[config.mk]
export PLATFORM = sky130hd
export DESIGN_NAME = spi_modport
export DESIGN_NICKNAME = d
export VERILOG_FILES = /design/src/rtl/spi_modport.sv
export SDC_FILE = /design/constraint.sdc
export NUM_CORES = 1
export LEC_CHECK = 0
export CORE_MARGIN = 2
export CORE_UTILIZATION = 50
export CTS_BUF_LIST = sky130_fd_sc_hd__clkbuf_2 sky130_fd_sc_hd__clkbuf_4 sky130_fd_sc_hd__clkbuf_8
export DETAILED_ROUTE_END_ITERATION = 10
export PLACE_DENSITY_LB_ADDON = 0.3
export RECOVER_POWER = 100
export SLEW_MARGIN = 20
export SYNTH_ARGS = -nofsm -noshare
export SYNTH_HDL_FRONTEND = slang
export SYNTH_SLANG_ARGS = --single-unit
[constraint.sdc]
create_clock -name mclk -period 3.5 [get_ports mclk]
set_input_delay 0.525 -clock mclk [delete_from_list [all_inputs] [get_ports mclk]]
set_output_delay 0.525 -clock mclk [all_outputs]
set_load 0.02 [all_outputs]
[src/rtl/spi_modport.sv]
// Loopback SPI pair: an internal mode-0, MSB-first master and slave exchange their shift
// registers through internal sclk/mosi/miso/ss_n nets. The transfer is sequenced from mclk.
module spi_modport #(
    parameter int DATA_WIDTH = 8
) (
    input  logic                  mclk,
    input  logic                  reset,
    input  logic                  load_master,
    input  logic                  load_slave,
    input  logic                  read_master,
    input  logic                  read_slave,
    input  logic                  start,
    input  logic [DATA_WIDTH-1:0] data_in_master,
    input  logic [DATA_WIDTH-1:0] data_in_slave,
    output logic [DATA_WIDTH-1:0] data_out_master,
    output logic [DATA_WIDTH-1:0] data_out_slave
);

    localparam int MSB = DATA_WIDTH - 1;
    localparam int CW  = $clog2(DATA_WIDTH + 1);

    typedef enum logic {IDLE, XFER} state_t;

    state_t                r_state;
    logic [CW-1:0]         r_bit_cnt;
    logic                  r_sclk;
    logic                  r_ss_n;
    logic                  r_master_smp;
    logic                  r_slave_smp;
    logic [DATA_WIDTH-1:0] r_master_sr;
    logic [DATA_WIDTH-1:0] r_slave_sr;
    logic [DATA_WIDTH-1:0] r_dout_master;
    logic [DATA_WIDTH-1:0] r_dout_slave;

    logic w_sclk;
    logic w_ss_n;
    logic w_mosi;
    logic w_miso;

    assign w_sclk = r_sclk;
    assign w_ss_n = r_ss_n;
    assign w_mosi = r_master_sr[MSB];
    assign w_miso = r_slave_sr[MSB];

    assign data_out_master = r_dout_master;
    assign data_out_slave  = r_dout_slave;

    always_ff @(posedge mclk or posedge reset) begin
        if (reset) begin
            r_state       <= IDLE;
            r_bit_cnt     <= '0;
            r_sclk        <= 1'b0;
            r_ss_n        <= 1'b1;
            r_master_smp  <= 1'b0;
            r_slave_smp   <= 1'b0;
            r_master_sr   <= '0;
            r_slave_sr    <= '0;
            r_dout_master <= '0;
            r_dout_slave  <= '0;
        end else begin
            case (r_state)
                IDLE: begin
                    // Reads sample the register before any same-cycle load lands.
                    if (read_master) r_dout_master <= r_master_sr;
                    if (read_slave)  r_dout_slave  <= r_slave_sr;
                    if (load_master) r_master_sr   <= data_in_master;
                    if (load_slave)  r_slave_sr    <= data_in_slave;
                    if (start) begin
                        r_state   <= XFER;
                        r_bit_cnt <= '0;
                        r_ss_n    <= 1'b0;
                        r_sclk    <= 1'b0;
                    end
                end
                XFER: begin
                    if (!w_sclk) begin
                        // Rising sclk: both ends sample the opposite MSB.
                        r_sclk       <= 1'b1;
                        r_master_smp <= w_miso;
                        if (!w_ss_n) r_slave_smp <= w_mosi;
                    end else begin
                        r_sclk      <= 1'b0;
                        r_master_sr <= (r_master_sr << 1) | DATA_WIDTH'(r_master_smp);
                        r_slave_sr  <= (r_slave_sr << 1) | DATA_WIDTH'(r_slave_smp);
                        r_bit_cnt   <= r_bit_cnt + 1'b1;
                        if (r_bit_cnt == CW'(DATA_WIDTH - 1)) begin
                            r_state <= IDLE;
                            r_ss_n  <= 1'b1;
                        end
                    end
                end
                default: r_state <= IDLE;
            endcase
        end
    end

endmodule

==> run metrics, run 1 <==
overall die width=63.1 um; Yosys top cell area share=57.2%; level count of the clock H-tree=2; mapped cell area=1750 sq um; critical-path maximum fanout=25; minimum setup slack after placement=1.72 ns; die outline area=3990 sq um; latest clock arrival within the worst-skew pair=0.36 ns; largest net degree at the start of global routing=26; clock slew at the register clock pins of the worst setup and hold paths=0.12 ns; per-cell via count in the routed design=5.35; Layout Cells excl Fill=252; leading post-synthesis cells by cell area=sky130_fd_sc_hd__dfrtp_1 57%, sky130_fd_sc_hd__nor2_1 6.0%, sky130_fd_sc_hd__mux2_2 5.8%, sky130_fd_sc_hd__nand2_1 5.6%, sky130_fd_sc_hd__o22ai_1 4.6%; number of global-route vias before repair=1290; share of the clock period used by the worst path=65.3%; category of the critical setup timing path=primary input to asynchronous set/reset pin; via count=1349; share of layout cells above drive strength 1=10.2%; cell depth of the worst hold path=2; Synth area leader=sky130_fd_sc_hd__dfrtp_1; count of pins on the block boundary=39; maximum operating frequency=0.438 GHz; quantity of I/O buffers inserted on ports=38; number of antenna violations at the first check in global routing=0; leakage=0.986 nW; setup bufs post-CTS=0; wire length on met2=1730 um; Setup TNS Final=0 ns; Post-Syn Area per Cell=10.5 sq um; clock root buffer master=sky130_fd_sc_hd__clkbuf_4; maximum root-to-sink buffer count=2; total power consumption of the routed design=1.97 mW; clock sink count=41; instance count after placement with tap cells included=244; remaining max-slew budget at the tightest pin=11.5%; Hold WC Path Type=register to register; remaining design rule violation count=0; Routed Antenna Nets=0; post-synthesis net count=190; final critical delay including setup and external delays=2.29 ns; Worst Skew=0.00839 ns; Worst-Margin Slew=1.33 ns; final setup fails=0; highest routed metal layer=met4; # resized after CTS=0; number of iterations in the first detailed-routing pass=4; core occupancy in the finished layout=67.0%; unrepaired setup endpoints after global routing=false; Critical Path AT=2.55 ns; area of combinational cells with multiple inputs=651 sq um; Mapped Cells=166; count of pins over their slew limit=0; MaxCap Viol Count=0; clock buffer count from CTS=5; drt first-iter violations=95; DR WL/cell=14.3 um; sum of routed wire segments on met1=1570 um; number of fill cells=259; total met3 wirelength after detailed routing=248 um; number of endpoints with negative hold slack in the final report=0; worst-case setup margin in the final layout=1.21 ns; sequential fraction of the synthesis area=58.7%; global route overflow=0; last weighted congestion value of the routability-driven placer=0.788; flip-flop and latch count after synthesis=41; final wirelength=3600 um; number of warnings reported in the yosys synthesis log=0; standard-cell row count=21; worst ir drop on vdd=0.000431 V; Final HPWL DP=2560 um; Layout area overhead=27.9%; Power per Cell Area=883 nW/um^2; TritonCTS clock tree=built; logic depth of the worst register-to-register path=3; antenna diode count=0; Total GRT Usage=20.1%; wire length of the first global-routing pass=6150 um; Startpoint Class=primary input; Floorplan Core Area=3340 sq um; CP Capture Type=asynchronous set/reset pin; die outline height=63.1 um; outcome=completed; Cell variety after synth=29; # nets final=229; hold bufs inserted after CTS=0; Initial Utilization=52.4%; Worst EP required=3.76 ns; Reg area=1030 sq um
==> flip-flops by register name, indices dropped and copies added (netlist names) <==
signal and cells:
data_out_slave 8, r_slave_sr 8, r_state 1, r_slave_smp 1
r_bit_cnt 4, r_master_sr 8, r_sclk 1, r_master_smp 1
r_ss_n 1, data_out_master 8
==> Yosys cell counts <==
cell type and instances:
sky130_fd_sc_hd__a211oi_1 1, sky130_fd_sc_hd__a21boi_0 1, sky130_fd_sc_hd__a21oi_1 2, sky130_fd_sc_hd__a22o_1 1, sky130_fd_sc_hd__and4b_1 1, sky130_fd_sc_hd__buf_2 1
sky130_fd_sc_hd__buf_4 3, sky130_fd_sc_hd__buf_6 1, sky130_fd_sc_hd__clkbuf_1 2, sky130_fd_sc_hd__dfrtp_1 40, sky130_fd_sc_hd__dfstp_2 1, sky130_fd_sc_hd__ha_1 1
sky130_fd_sc_hd__inv_1 4, sky130_fd_sc_hd__mux2_2 9, sky130_fd_sc_hd__mux2_4 2, sky130_fd_sc_hd__mux2i_1 1, sky130_fd_sc_hd__nand2_1 26, sky130_fd_sc_hd__nand2_2 1
sky130_fd_sc_hd__nand2b_1 5, sky130_fd_sc_hd__nand3_1 4, sky130_fd_sc_hd__nand3b_1 2, sky130_fd_sc_hd__nand4_1 1, sky130_fd_sc_hd__nor2_1 28, sky130_fd_sc_hd__nor2b_1 2
sky130_fd_sc_hd__nor2b_2 1, sky130_fd_sc_hd__o211ai_2 2, sky130_fd_sc_hd__o21ai_0 9, sky130_fd_sc_hd__o22ai_1 13, sky130_fd_sc_hd__xnor2_1 1
==> per-stage QoR <==
stage / cell area [sq um] / hold WS [ns]
after floorplan: 1750 / 0.454
after global placement: 2150 / 0.457
after detailed placement: 2150 / 0.470
after CTS: 2250 / 0.489
after global routing: 2240 / 0.526
final: 2240 / 0.486
==> critical path, stage by stage <==
cell and delay (ns):
sky130_fd_sc_hd__dlygate4sd3_1 0.53, sky130_fd_sc_hd__inv_1 0.45, sky130_fd_sc_hd__clkbuf_1 1.04
==> where the power goes <==
part,switching (mW),internal (mW)
combinational,0.393,0.348
clock,0.155,0.221
sequential,0.167,0.691
==> logic make-up after synthesis <==
| family | synth area share [%] |
|---|---|
| adders and majority gates | 0.715 |
| xor gates and xnor gates | 0.501 |
| muxes | 8.08 |
| AOI/OAI and AO/OA | 10.6 |
| buffers and inverters | 3.50 |
| and+or+nand+nor | 17.9 |
| DFF | 58.7 |
==> layout by cell type (no fill, tap or decap) <==
cell and count:
sky130_fd_sc_hd__a211oi_1 1, sky130_fd_sc_hd__a21boi_0 1, sky130_fd_sc_hd__a21oi_1 2, sky130_fd_sc_hd__a22o_1 1, sky130_fd_sc_hd__and4b_1 1, sky130_fd_sc_hd__bufinv_16 2
sky130_fd_sc_hd__clkbuf_1 1, sky130_fd_sc_hd__clkbuf_4 5, sky130_fd_sc_hd__clkdlybuf4s50_1 21, sky130_fd_sc_hd__clkinv_2 1, sky130_fd_sc_hd__dfrtp_1 40, sky130_fd_sc_hd__dfstp_2 1
sky130_fd_sc_hd__dlygate4sd3_1 17, sky130_fd_sc_hd__ha_1 1, sky130_fd_sc_hd__inv_1 4, sky130_fd_sc_hd__mux2_1 2, sky130_fd_sc_hd__mux2_2 9, sky130_fd_sc_hd__mux2i_1 1
sky130_fd_sc_hd__nand2_1 27, sky130_fd_sc_hd__nand2b_1 5, sky130_fd_sc_hd__nand3_1 4, sky130_fd_sc_hd__nand3b_1 2, sky130_fd_sc_hd__nand4_1 1, sky130_fd_sc_hd__nor2_1 28
sky130_fd_sc_hd__nor2b_1 2, sky130_fd_sc_hd__nor2b_2 1, sky130_fd_sc_hd__o211ai_2 2, sky130_fd_sc_hd__o21ai_0 9, sky130_fd_sc_hd__o22ai_1 13, sky130_fd_sc_hd__xnor2_1 1
==> metal layers <==
metal  GRT usage [%]  up-vias
met5               0        -
met4            8.06        0
met3            7.32        6
met2            30.5       51
met1            26.3      649
li1                -      643
==> final cells by class <==
class | instances | share of cell area (%)
sequential | 41 | 45.9
multi-input combinational | 114 | 29.1
timing repair buffer | 39 | 17.2
clock inverter | 3 | 2.91
tap | 46 | 2.57
clock buffer | 5 | 1.68
inverter | 4 | 0.671
==> path summary, 6_finish.rpt <==
| kind | startpoint | slack (ns) | to |
|---|---|---|---|
| worst min-delay path | data_out_master[2] | 0.49 | data_out_master[2] |
| worst min register to register | data_out_master[2] | 0.49 | data_out_master[2] |
| max in group mclk | data_out_master[0] | 1.56 | data_out_master[0] |
| min in group asynchronous | reset | 0.66 | data_out_master[2] |
| worst max register to register | r_state | 1.70 | r_slave_sr[6] |
| worst max-delay path | reset | 1.21 | data_out_slave[4] |
No activity file was read; power rests on OpenSTA's default activity.
==> run 2: changes to the inputs <==
Settings changed: CORE_UTILIZATION 50 to 47.
Clock period 3.5 ns to 2.05 ns, I/O delays scaled along.
==> run 2 against run 1 <==
  * Via count is 1.2% lower
  * Count of clock-buffer cells in the layout is 2 higher
  * First-iteration DRC count is 9.5% lower
  * Flip-flop and latch count stayed put
  * Power is 73% higher
  * Die area is 6.0% higher
  * Worst setup slack worse by 0.86 ns
  * Register-to-register slack worse by 1.3 ns
  * Largest power group unchanged
==> run metrics, run 2 (synthesis gave the netlist of run 1 again) <==
maximum operating frequency=0.589 GHz; Initial Utilization=48.5% (-3.9 points); category of the critical setup timing path=register to register; kind of cell adding the most delay to the critical path=flip-flops; Hold WC Path Type=register to register; Total GRT Usage=19.7% (-0.36 points); Worst Skew=0.00681 ns (-0.00157 ns); final setup fails=0 (unchanged); number of global-route vias before repair=1374 (+6.5%); wire length of the first global-routing pass=6220 um (+1.1%); area of combinational cells with multiple inputs=651 sq um (unchanged); Power per Cell Area=1510 nW/um^2 (+71%); most repeated library cell on the critical path=sky130_fd_sc_hd__nor2_1; worst ir drop on vdd=0.000894 V (+110%); Worst EP required=2.23 ns (-1.53 ns); clock sink count=41 (unchanged); reg-to-reg critical path endpoint=r_master_sr[3]; Setup TNS Final=0 ns (unchanged); maximum root-to-sink buffer count=2 (unchanged); leakage=0.997 nW (+1.1%); outcome=completed; global route overflow=0 (unchanged); DR WL/cell=14.2 um (-0.82%); clock slew at the register clock pins of the worst setup and hold paths=0.08 ns (-0.04 ns); clock root buffer master=sky130_fd_sc_hd__clkbuf_8; level count of the clock H-tree=2 (unchanged); Routed Antenna Nets=0 (unchanged); count of pins on the block boundary=39 (unchanged); die outline area=4230 sq um (+6.0%); remaining design rule violation count=0 (unchanged); Worst-Margin Slew=0.970 ns (-0.357 ns); # resized after CTS=0 (unchanged); number of iterations in the first detailed-routing pass=4 (unchanged); overall die width=65.0 um (+2.9%); most frequent cells in the layout=40 x sky130_fd_sc_hd__dfrtp_1, 28 x sky130_fd_sc_hd__nor2_1, 27 x sky130_fd_sc_hd__nand2_1; r2r startpoint=r_state; critical-path maximum fanout=16 (-36%); drt first-iter violations=86 (-9.5%); latest clock arrival within the worst-skew pair=0.29 ns (-0.07 ns); die outline height=65.0 um (+2.9%); final critical delay including setup and external delays=1.70 ns; cell depth of the worst hold path=2 (unchanged); per-cell via count in the routed design=5.23 (-2.3%); Floorplan Core Area=3610 sq um (+8.1%); last weighted congestion value of the routability-driven placer=0.812 (+3.1%); final wirelength=3620 um (+0.36%); worst-case hold slack=0.476 ns (-0.0106 ns); Layout area overhead=29.3%; TritonCTS clock tree=built; logic depth of the worst register-to-register path=4 (+1); peak per-stage delay on the critical path=0.63 ns (-0.41 ns); share of layout cells above drive strength 1=10.6% (+0.43 points); critical path cell sequence=clkbuf_1, mux2_1, nor2_1, nor2_1; setup bufs post-CTS=0 (unchanged); startpoint of the worst hold path=data_out_master[1]; number of fill cells=295 (+14%); total power consumption of the routed design=3.42 mW (+73%); hold worst-path end=data_out_master[1]; # nets final=230 (+0.44%); count of pins over their slew limit=0 (unchanged); largest net degree at the start of global routing=42 (+62%); number of endpoints with negative hold slack in the final report=0 (unchanged); via count=1333 (-1.2%); number of antenna violations at the first check in global routing=0 (unchanged); standard-cell row count=22 (+4.8%); clock buffer count from CTS=5 (unchanged); most common library cell in the layout ignoring fill and taps=sky130_fd_sc_hd__dfrtp_1; antenna diode count=0 (unchanged); cell with the biggest individual delay on the critical path=sky130_fd_sc_hd__dfrtp_1; remaining max-slew budget at the tightest pin=35.3% (+24 points); worst reg-to-reg setup slack=0.35 ns (-1.35 ns); hold bufs inserted after CTS=0 (unchanged); Final HPWL DP=2600 um (+1.2%); sum of buffers and inverters on the critical path=1 (-2); Critical Path AT=1.88 ns (-0.67 ns); quantity of I/O buffers inserted on ports=38 (unchanged); Reg area=1030 sq um (unchanged); MaxCap Viol Count=0 (unchanged); Startpoint Class=register; unrepaired setup endpoints after global routing=false; share of the clock period used by the worst path=82.9%; CP Capture Type=register
[run 2: how the worst max path moves through the flow]
stage                            startpoint                 end  cells past startpoint  slack (ns)
after global placement           read_slave   data_out_slave[2]                      3        0.55
after CTS                 data_out_slave[6]   data_out_slave[6]                      1        0.45
after global routing                r_state      r_master_sr[3]                      4        0.21
after detailed placement            r_state   data_out_slave[6]                      2        0.50
final                               r_state      r_master_sr[3]                      4        0.35
after floorplan                       reset  data_out_master[0]                      1        0.80
[run 2: layout make-up]
type	count	share of cell area, %
sequential	41	45.4
clock buffer	7	3.98
timing repair buffer	40	17.2
tap	48	2.65
multi-input combinational	114	28.8
inverter	4	0.664
clock inverter	1	1.33
[run 2: per-layer routing]
layer / global-route usage, % / share of wire, %
met1: 22.9 / 43
met2: 33.8 / 51
met3: 5.90 / 4.6
met4: 8.51 / 1.4
met5: 0 / 0
[run 2: worst reg2reg max path: stages, from the launching register on]
cell                       delay [ns]
sky130_fd_sc_hd__dfrtp_1         0.63
sky130_fd_sc_hd__clkbuf_1        0.31
sky130_fd_sc_hd__mux2_1          0.47
sky130_fd_sc_hd__nor2_1          0.13
sky130_fd_sc_hd__nor2_1          0.06
[run 2: per-stage QoR]
step / setup slack (ns) / utilization (%) / cell area (sq um) / std cells
5_1_grt: 0.210 / 62.7 / 2260 / 255
3_5_place_dp: 0.505 / 59.9 / 2160 / 247
6_report: 0.352 / 62.7 / 2260 / 255
3_3_place_gp: 0.548 / 59.9 / 2160 / 247
4_1_cts: 0.449 / 63.2 / 2280 / 255
2_1_floorplan: 0.798 / - / 1750 / 166
[run 2: report_power, final]
group          leakage (nW)  switching, mW  internal, mW
Sequential            0.471          0.277          1.18
Combinational         0.464          0.691         0.597
Clock                0.0619          0.263         0.410
Total                 0.997           1.23          2.19
